File: src/rtl/store_buffer_if.sv
// Bundles the core store/load ports and the memory drain bus of store_buffer.
// slave = the buffer itself, master = the core/memory environment driving it.
interface store_buffer_if #(
    parameter int AW    = 12,
    parameter int DEPTH = 4
);
    localparam int CW = $clog2(DEPTH + 1);

    logic          st_valid;
    logic          st_ready;
    logic [AW-1:0] st_addr;
    logic [31:0]   st_data;
    logic [1:0]    st_size;
    logic          st_err;

    logic [AW-1:0] ld_addr;
    logic          ld_hit;
    logic          ld_conflict;
    logic [31:0]   ld_data;

    logic          mem_req;
    logic [AW-1:0] mem_addr;
    logic [31:0]   mem_wdata;
    logic [3:0]    mem_be;
    logic          mem_ack;

    logic          empty;
    logic [CW-1:0] count;

    modport slave (
        input  st_valid, st_addr, st_data, st_size, ld_addr, mem_ack,
        output st_ready, st_err, ld_hit, ld_conflict, ld_data,
               mem_req, mem_addr, mem_wdata, mem_be, empty, count
    );

    modport master (
        output st_valid, st_addr, st_data, st_size, ld_addr, mem_ack,
        input  st_ready, st_err, ld_hit, ld_conflict, ld_data,
               mem_req, mem_addr, mem_wdata, mem_be, empty, count
    );
endinterface

File: src/rtl/store_buffer.sv
// In-order posted-write store buffer with load forwarding and a req/ack drain port.
// Optional tail merging of same-word stores is enabled by defining STORE_MERGE_EN.
module store_buffer #(
    parameter int DEPTH = 4,
    parameter int AW    = 12
) (
    input  logic         clk,
    input  logic         rst,
    store_buffer_if.slave sb
);
    localparam int PW = $clog2(DEPTH);
    localparam int CW = $clog2(DEPTH + 1);
    localparam int WW = AW - 2;

    typedef enum logic [1:0] {
        SZ_WORD = 2'b00,
        SZ_HALF = 2'b01,
        SZ_BYTE = 2'b10,
        SZ_RSVD = 2'b11
    } size_e;

    logic [WW-1:0] addr_q [DEPTH];
    logic [WW-1:0] addr_d [DEPTH];
    logic [31:0]   data_q [DEPTH];
    logic [31:0]   data_d [DEPTH];
    logic [3:0]    be_q   [DEPTH];
    logic [3:0]    be_d   [DEPTH];

    logic [PW-1:0] rd_ptr_q, rd_ptr_d;
    logic [PW-1:0] wr_ptr_q, wr_ptr_d;
    logic [CW-1:0] count_q, count_d;
    logic          st_err_q, st_err_d;

    logic [31:0]   st_wdata;
    logic [3:0]    st_be;
    logic          st_bad;
    logic          can_merge, full, st_fire, push, st_merge, pop;

    // NOTE: every signal written in an always_comb gets a default first, so no path leaves it unassigned and no latch is inferred.
    always_comb begin
        st_wdata = sb.st_data;
        st_be    = 4'b1111;
        st_bad   = 1'b0;
        case (size_e'(sb.st_size))
            SZ_WORD: st_bad = (sb.st_addr[1:0] != 2'b00);
            SZ_HALF: begin
                st_wdata = {2{sb.st_data[15:0]}};
                st_be    = sb.st_addr[1] ? 4'b1100 : 4'b0011;
                st_bad   = sb.st_addr[0];
            end
            SZ_BYTE: begin
                st_wdata = {4{sb.st_data[7:0]}};
                st_be    = 4'b0001 << sb.st_addr[1:0];
            end
            default: st_bad = 1'b1;
        endcase
    end

`ifdef STORE_MERGE_EN
    logic [PW-1:0] tail_idx;
    assign tail_idx  = wr_ptr_q - PW'(1);
    // The head may be acked this very cycle, so only a tail distinct from it can absorb a store.
    assign can_merge = (count_q >= CW'(2)) && (addr_q[tail_idx] == sb.st_addr[AW-1:2]);
`else
    assign can_merge = 1'b0;
`endif

    assign full     = (count_q == CW'(DEPTH));
    assign st_fire  = sb.st_valid && sb.st_ready;
    assign push     = st_fire && !st_bad && !can_merge;
    assign st_merge = st_fire && !st_bad && can_merge;
    assign pop      = (count_q != '0) && sb.mem_ack;

    always_comb begin
        addr_d   = addr_q;
        data_d   = data_q;
        be_d     = be_q;
        rd_ptr_d = rd_ptr_q + PW'(pop);
        wr_ptr_d = wr_ptr_q + PW'(push);
        count_d  = count_q + CW'(push) - CW'(pop);
        st_err_d = st_fire && st_bad;
        if (push) begin
            addr_d[wr_ptr_q] = sb.st_addr[AW-1:2];
            data_d[wr_ptr_q] = st_wdata;
            be_d[wr_ptr_q]   = st_be;
        end
`ifdef STORE_MERGE_EN
        if (st_merge) begin
            for (int b = 0; b < 4; b++) begin
                if (st_be[b]) data_d[tail_idx][8*b +: 8] = st_wdata[8*b +: 8];
            end
            be_d[tail_idx] = be_q[tail_idx] | st_be;
        end
`else
        if (st_merge) st_err_d = 1'b0;
`endif
    end

    // NOTE: sequential state uses non-blocking assignments so every flop samples pre-edge values.
    always_ff @(posedge clk) begin
        if (rst) begin
            rd_ptr_q <= '0;
            wr_ptr_q <= '0;
            count_q  <= '0;
            st_err_q <= 1'b0;
        end else begin
            rd_ptr_q <= rd_ptr_d;
            wr_ptr_q <= wr_ptr_d;
            count_q  <= count_d;
            st_err_q <= st_err_d;
        end
    end

    // NOTE: entry storage is deliberately not reset; count_q alone decides which entries are valid.
    always_ff @(posedge clk) begin
        addr_q <= addr_d;
        data_q <= data_d;
        be_q   <= be_d;
    end

    logic [PW-1:0] fwd_idx;
    logic          fwd_match;
    logic [31:0]   fwd_data;
    logic [3:0]    fwd_be;

    // Walk oldest to youngest so the last match seen is the youngest one.
    always_comb begin
        fwd_idx   = '0;
        fwd_match = 1'b0;
        fwd_data  = '0;
        fwd_be    = '0;
        for (int i = 0; i < DEPTH; i++) begin
            fwd_idx = rd_ptr_q + PW'(i);
            if ((CW'(i) < count_q) && (addr_q[fwd_idx] == sb.ld_addr[AW-1:2])) begin
                fwd_match = 1'b1;
                fwd_data  = data_q[fwd_idx];
                fwd_be    = be_q[fwd_idx];
            end
        end
    end

    logic unused_ld_lsb;
    assign unused_ld_lsb = ^sb.ld_addr[1:0];

    assign sb.st_ready    = !full || can_merge;
    assign sb.st_err      = st_err_q;
    assign sb.ld_hit      = fwd_match && (fwd_be == 4'b1111);
    assign sb.ld_conflict = fwd_match && (fwd_be != 4'b1111);
    assign sb.ld_data     = fwd_data;
    assign sb.mem_req     = (count_q != '0);
    assign sb.mem_addr    = {addr_q[rd_ptr_q], 2'b00};
    assign sb.mem_wdata   = data_q[rd_ptr_q];
    assign sb.mem_be      = be_q[rd_ptr_q];
    assign sb.empty       = (count_q == '0);
    assign sb.count       = count_q;
endmodule
File: src/flat_wrapper.sv
// flat-port wrapper written by rule: the top's interface ports become plain ports
module store_buffer_flat 
#(
    parameter int DEPTH = 4,
    parameter int AW    = 12
)
  (clk, rst, sb_st_valid, sb_st_addr, sb_st_data, sb_st_size, sb_ld_addr, sb_mem_ack, sb_st_ready, sb_st_err, sb_ld_hit, sb_ld_conflict, sb_ld_data, sb_mem_req, sb_mem_addr, sb_mem_wdata, sb_mem_be, sb_empty, sb_count);
  store_buffer_if #(.AW(AW), .DEPTH(DEPTH)) sb_i ();
  input  logic clk;
  input  logic rst;
  input wire logic [$bits(sb_i.st_valid)-1:0] sb_st_valid;
  input wire logic [$bits(sb_i.st_addr)-1:0] sb_st_addr;
  input wire logic [$bits(sb_i.st_data)-1:0] sb_st_data;
  input wire logic [$bits(sb_i.st_size)-1:0] sb_st_size;
  input wire logic [$bits(sb_i.ld_addr)-1:0] sb_ld_addr;
  input wire logic [$bits(sb_i.mem_ack)-1:0] sb_mem_ack;
  output wire logic [$bits(sb_i.st_ready)-1:0] sb_st_ready;
  output wire logic [$bits(sb_i.st_err)-1:0] sb_st_err;
  output wire logic [$bits(sb_i.ld_hit)-1:0] sb_ld_hit;
  output wire logic [$bits(sb_i.ld_conflict)-1:0] sb_ld_conflict;
  output wire logic [$bits(sb_i.ld_data)-1:0] sb_ld_data;
  output wire logic [$bits(sb_i.mem_req)-1:0] sb_mem_req;
  output wire logic [$bits(sb_i.mem_addr)-1:0] sb_mem_addr;
  output wire logic [$bits(sb_i.mem_wdata)-1:0] sb_mem_wdata;
  output wire logic [$bits(sb_i.mem_be)-1:0] sb_mem_be;
  output wire logic [$bits(sb_i.empty)-1:0] sb_empty;
  output wire logic [$bits(sb_i.count)-1:0] sb_count;
  assign sb_i.st_valid = sb_st_valid;
  assign sb_i.st_addr = sb_st_addr;
  assign sb_i.st_data = sb_st_data;
  assign sb_i.st_size = sb_st_size;
  assign sb_i.ld_addr = sb_ld_addr;
  assign sb_i.mem_ack = sb_mem_ack;
  assign sb_st_ready = sb_i.st_ready;
  assign sb_st_err = sb_i.st_err;
  assign sb_ld_hit = sb_i.ld_hit;
  assign sb_ld_conflict = sb_i.ld_conflict;
  assign sb_ld_data = sb_i.ld_data;
  assign sb_mem_req = sb_i.mem_req;
  assign sb_mem_addr = sb_i.mem_addr;
  assign sb_mem_wdata = sb_i.mem_wdata;
  assign sb_mem_be = sb_i.mem_be;
  assign sb_empty = sb_i.empty;
  assign sb_count = sb_i.count;
  store_buffer #(.DEPTH(DEPTH), .AW(AW)) u_core (.clk(clk), .rst(rst), .sb(sb_i));
endmodule
File: config.mk
export PLATFORM = sky130hd
export DESIGN_NAME = store_buffer_flat
export DESIGN_NICKNAME = d
export VERILOG_FILES = /design/src/rtl/store_buffer_if.sv /design/src/rtl/store_buffer.sv /design/src/flat_wrapper.sv
export SDC_FILE = /design/constraint.sdc
export NUM_CORES = 1
export LEC_CHECK = 0
export BUFFER_PORTS_ARGS = -buffer_cell sky130_fd_sc_hd__buf_2
export CAP_MARGIN = 20
export CORE_MARGIN = 4
export CORE_UTILIZATION = 59
export DETAILED_ROUTE_END_ITERATION = 12
export HOLD_SLACK_MARGIN = 0.12
export MAX_ROUTING_LAYER = met4
export PLACE_DENSITY = 0.8
export SYNTH_ARGS = -nofsm -noshare
export SYNTH_HDL_FRONTEND = slang
export SYNTH_SLANG_ARGS = --single-unit
File: constraint.sdc
create_clock -name clk -period 6.6 [get_ports clk]
set_input_delay 0.33 -clock clk [delete_from_list [all_inputs] [get_ports clk]]
set_output_delay 0.33 -clock clk [all_outputs]
set_load 0.03 [all_outputs]
==> flow_summary.json <==
{
  "synthFlopType": "edfxtp_1",
  "grt_overflow": 0,
  "async_flop_share": 0,
  "drc": 0,
  "power_frac_clock": 0.230,
  "clock.fmax_ghz": 0.1995,
  "setup_viol": 0,
  "cts_tree": "built",
  "dp_slack_ns": 2.099,
  "status": "complete, no violations",
  "gp_congestion": 0.8396,
  "slowest_stage": "or4_2",
  "synthTopCellsByArea": "edfxtp_1 (45%), mux4_2 (16%), mux2i_1 (4.7%), mux2_2 (3.5%), nor2_1 (2.6%)",
  "grt_pass1_wl_um": 49490,
  "worst_setup_path_end_kind": "output port",
  "dr_total_vias": 9386,
  "crit_buf_inv": 3,
  "ir_worst_vdd_mv": 0.2095,
  "synth_largest_area_cell": "edfxtp_1",
  "worstSetupPathType": "flop to output port",
  "slew_violations": 0,
  "numCtsBuffers": 17,
  "clock_path_buffers": 2,
  "pin_count": 151,
  "grt_pass1_vias": 9087,
  "antenna_found_initial": 1,
  "wl_um": 31830,
  "avgSynthCellArea_um2": 12.32,
  "clock_skew_ns": 0.007915,
  "crit_family": "buffers and inverters",
  "avgRoutedWirePerCell_um": 22.93,
  "pwr-share-seq": 0.348,
  "cts.htree.levels": 4,
  "cts.sinks": 192,
  "clock_latency_ns": 0.44,
  "switching_share": 0.3878,
  "finalCritPeriodShare": 0.7597,
  "worst-path-max-fanout": 44,
  "stdcell_area_um2": 13860,
  "start_kind": "flop",
  "cp_cell_sequence": "buf_4 > mux2i_1 > xnor2_1 > nor4_1 > mux2i_1 > or4_2 > buf_4 > a31oi_1 > buf_2",
  "synth-edff-count": 184,
  "die_y_um": 153.0,
  "ys_seq_area_frac": 0.4586,
  "hold_path.class": "primary input to flop",
  "final_cell_mix": "edfxtp_1 (184), buf_2 (146), mux4_2 (89)",
  "ys_types": 57,
  "die-area_um2": 23400,
  "fillCellCount": 1437,
  "placed_area_um2": 13140,
  "layout.cells.non_filler": 1388,
  "layout-drive-gt1-share": 0.3089,
  "antenna_left": 0,
  "drtPass1Iterations": 5,
  "power_density_nw_per_um2": 323.1,
  "tightest_slew_ns": 1.036,
  "regArea_um2": 5693,
  "maxCapViolCount": 0,
  "port_buffers": 146,
  "crit_path_max_incr_delay_ns": 0.96,
  "comb_power_share": 0.422,
  "final_hold_viol_count": 0,
  "initial_core_util": 0.6068,
  "slew_headroom": 0.3074,
  "p_int_mw": 2.742,
  "yosysWarnings": 0,
  "place_hpwl_um": 20590,
  "syn_inst": 1006,
  "grt_max_degree": 78,
  "rsz0062_at_grt": "no",
  "drt-initial-drc-count": 803,
  "worst_slack_ns": 1.586,
  "die_x_um": 153.0,
  "track_usage": 0.2766,
  "cts_root_buf": "clkbuf_16",
  "crit_arrival_ns": 4.68,
  "p_switching_mw": 1.737,
  "synth-seq-cells": 192,
  "core_um2": 20430,
  "syn_to_final_growth_pct": 11.83,
  "nNetsFinal": 1177,
  "p_leak_nw": 4.849,
  "worstPathRequired_ns": 6.27,
  "viasPerCell": 6.762,
  "final_common_cell": "edfxtp_1",
  "postCtsSetupBuffers": 0,
  "netlist_area_um2": 12400,
  "min_period_ns": 5.014,
  "multiInputGateArea_um2": 6153,
  "tns_ns": 0,
  "place_inst": 1344,
  "num_rows": 52,
  "synth_top_area_share": 0.4457,
  "clk_pin_slew_ns": 0.07
}
-- stage by stage --
| step | power [mW] | util | hold WS [ns] |
|---|---|---|---|
| floorplan | 3.054 | - | 0.3967 |
| finish | 4.479 | 0.6786 | 0.1592 |
| detailed placement | 3.441 | 0.6430 | 0.5473 |
| global route | 4.686 | 0.6786 | 0.1654 |
| global placement | 3.394 | 0.6430 | 0.5433 |
| CTS | 4.473 | 0.6771 | 0.1412 |
-- kinds of logic after synthesis --
logic type	Yosys count	share of synthesized area
AO/OA/AOI/OAI	219	0.1129
XOR/XNOR	45	0.03361
adder cells (fa/ha/maj)	11	0.01171
buffers and inverters	118	0.04804
flip-flops	192	0.4586
multiplexers	185	0.2430
other	1	0.0003025
AND/OR/NAND/NOR	235	0.09174
-- repair_timing --
item / 4_1_cts / 5_1_grt
hold buffers: 10 / 0
endpoints found under the hold margin: 40 / 0
gates resized for setup: 0 / 0
-- cell usage after synthesis (9+ instances only) --
cell type and n:
ha_1 10, o211ai_1 32, nor2_1 85, a211oi_1 33, inv_1 18, a31oi_1 34, nand3_1 34, xor2_1 14
clkbuf_1 48, nand2_1 48, mux2i_1 58, buf_6 9, edfxtp_1 184, mux2_2 38, mux4_2 89, xnor2_1 28
a21oi_1 48, buf_2 27, o21ai_1 32, and3_1 33
-- worst paths after layout --
path | from | endpoint | slack, ns | cells past startpoint
worst max register to register | u_core.sb.count[1] | u_core.data_q[64] | 3.76 | 7
worst max-delay path | u_core.rd_ptr_q[0] | sb_ld_data[23] | 1.59 | 9
worst min register to register | u_core.wr_ptr_q[1] | u_core.wr_ptr_q[1] | 0.62 | 2
worst min-delay path | rst | u_core.rd_ptr_q[1] | 0.16 | 2
-- cell type report --
class,instances,area share
antenna,1,0.0001805
clock buffer,17,0.03069
clock inverter,15,0.01236
inverter,19,0.005144
multi-input combinational,697,0.4439
sequential,192,0.4106
tap,270,0.02437
timing repair buffer,177,0.07274
-- per-layer routing --
metal  GRT usage  wire, µm  share of wire
met1      0.3512     12250           0.38
met2      0.4535     15750           0.49
met3     0.06474      3306           0.10
met4     0.07297       527          0.017
met5           -         0              0
-- power by group through the flow --
stage / Sequential (mW) / Clock [mW] / Combinational, mW
after floorplan: 1.52 / 0 / 1.54
after global placement: 1.58 / 0 / 1.82
final: 1.56 / 1.03 / 1.89
after CTS: 1.56 / 1.04 / 1.87
after global routing: 1.58 / 1.09 / 2.02
after detailed placement: 1.59 / 0 / 1.85
-- sequential cells by signal, summed over array words and instances, names as in the netlist --
name,flops
u_core.sb.st_err,1
u_core.addr_q,40
u_core.sb.count,3
u_core.be_q,16
u_core.wr_ptr_q,2
u_core.rd_ptr_q,2
u_core.data_q,128
-- worst register-to-register path, cell delays in order, from the launching register on --
cell and delay (ns):
dfxtp_1 0.42, nor2_1 0.08, nand2_1 0.09, nand2_1 0.10, nor3_1 0.50, nand2_1 0.20, nor2_4 0.51, buf_4 0.57
Note: power is estimated with default switching activity, not from simulation.
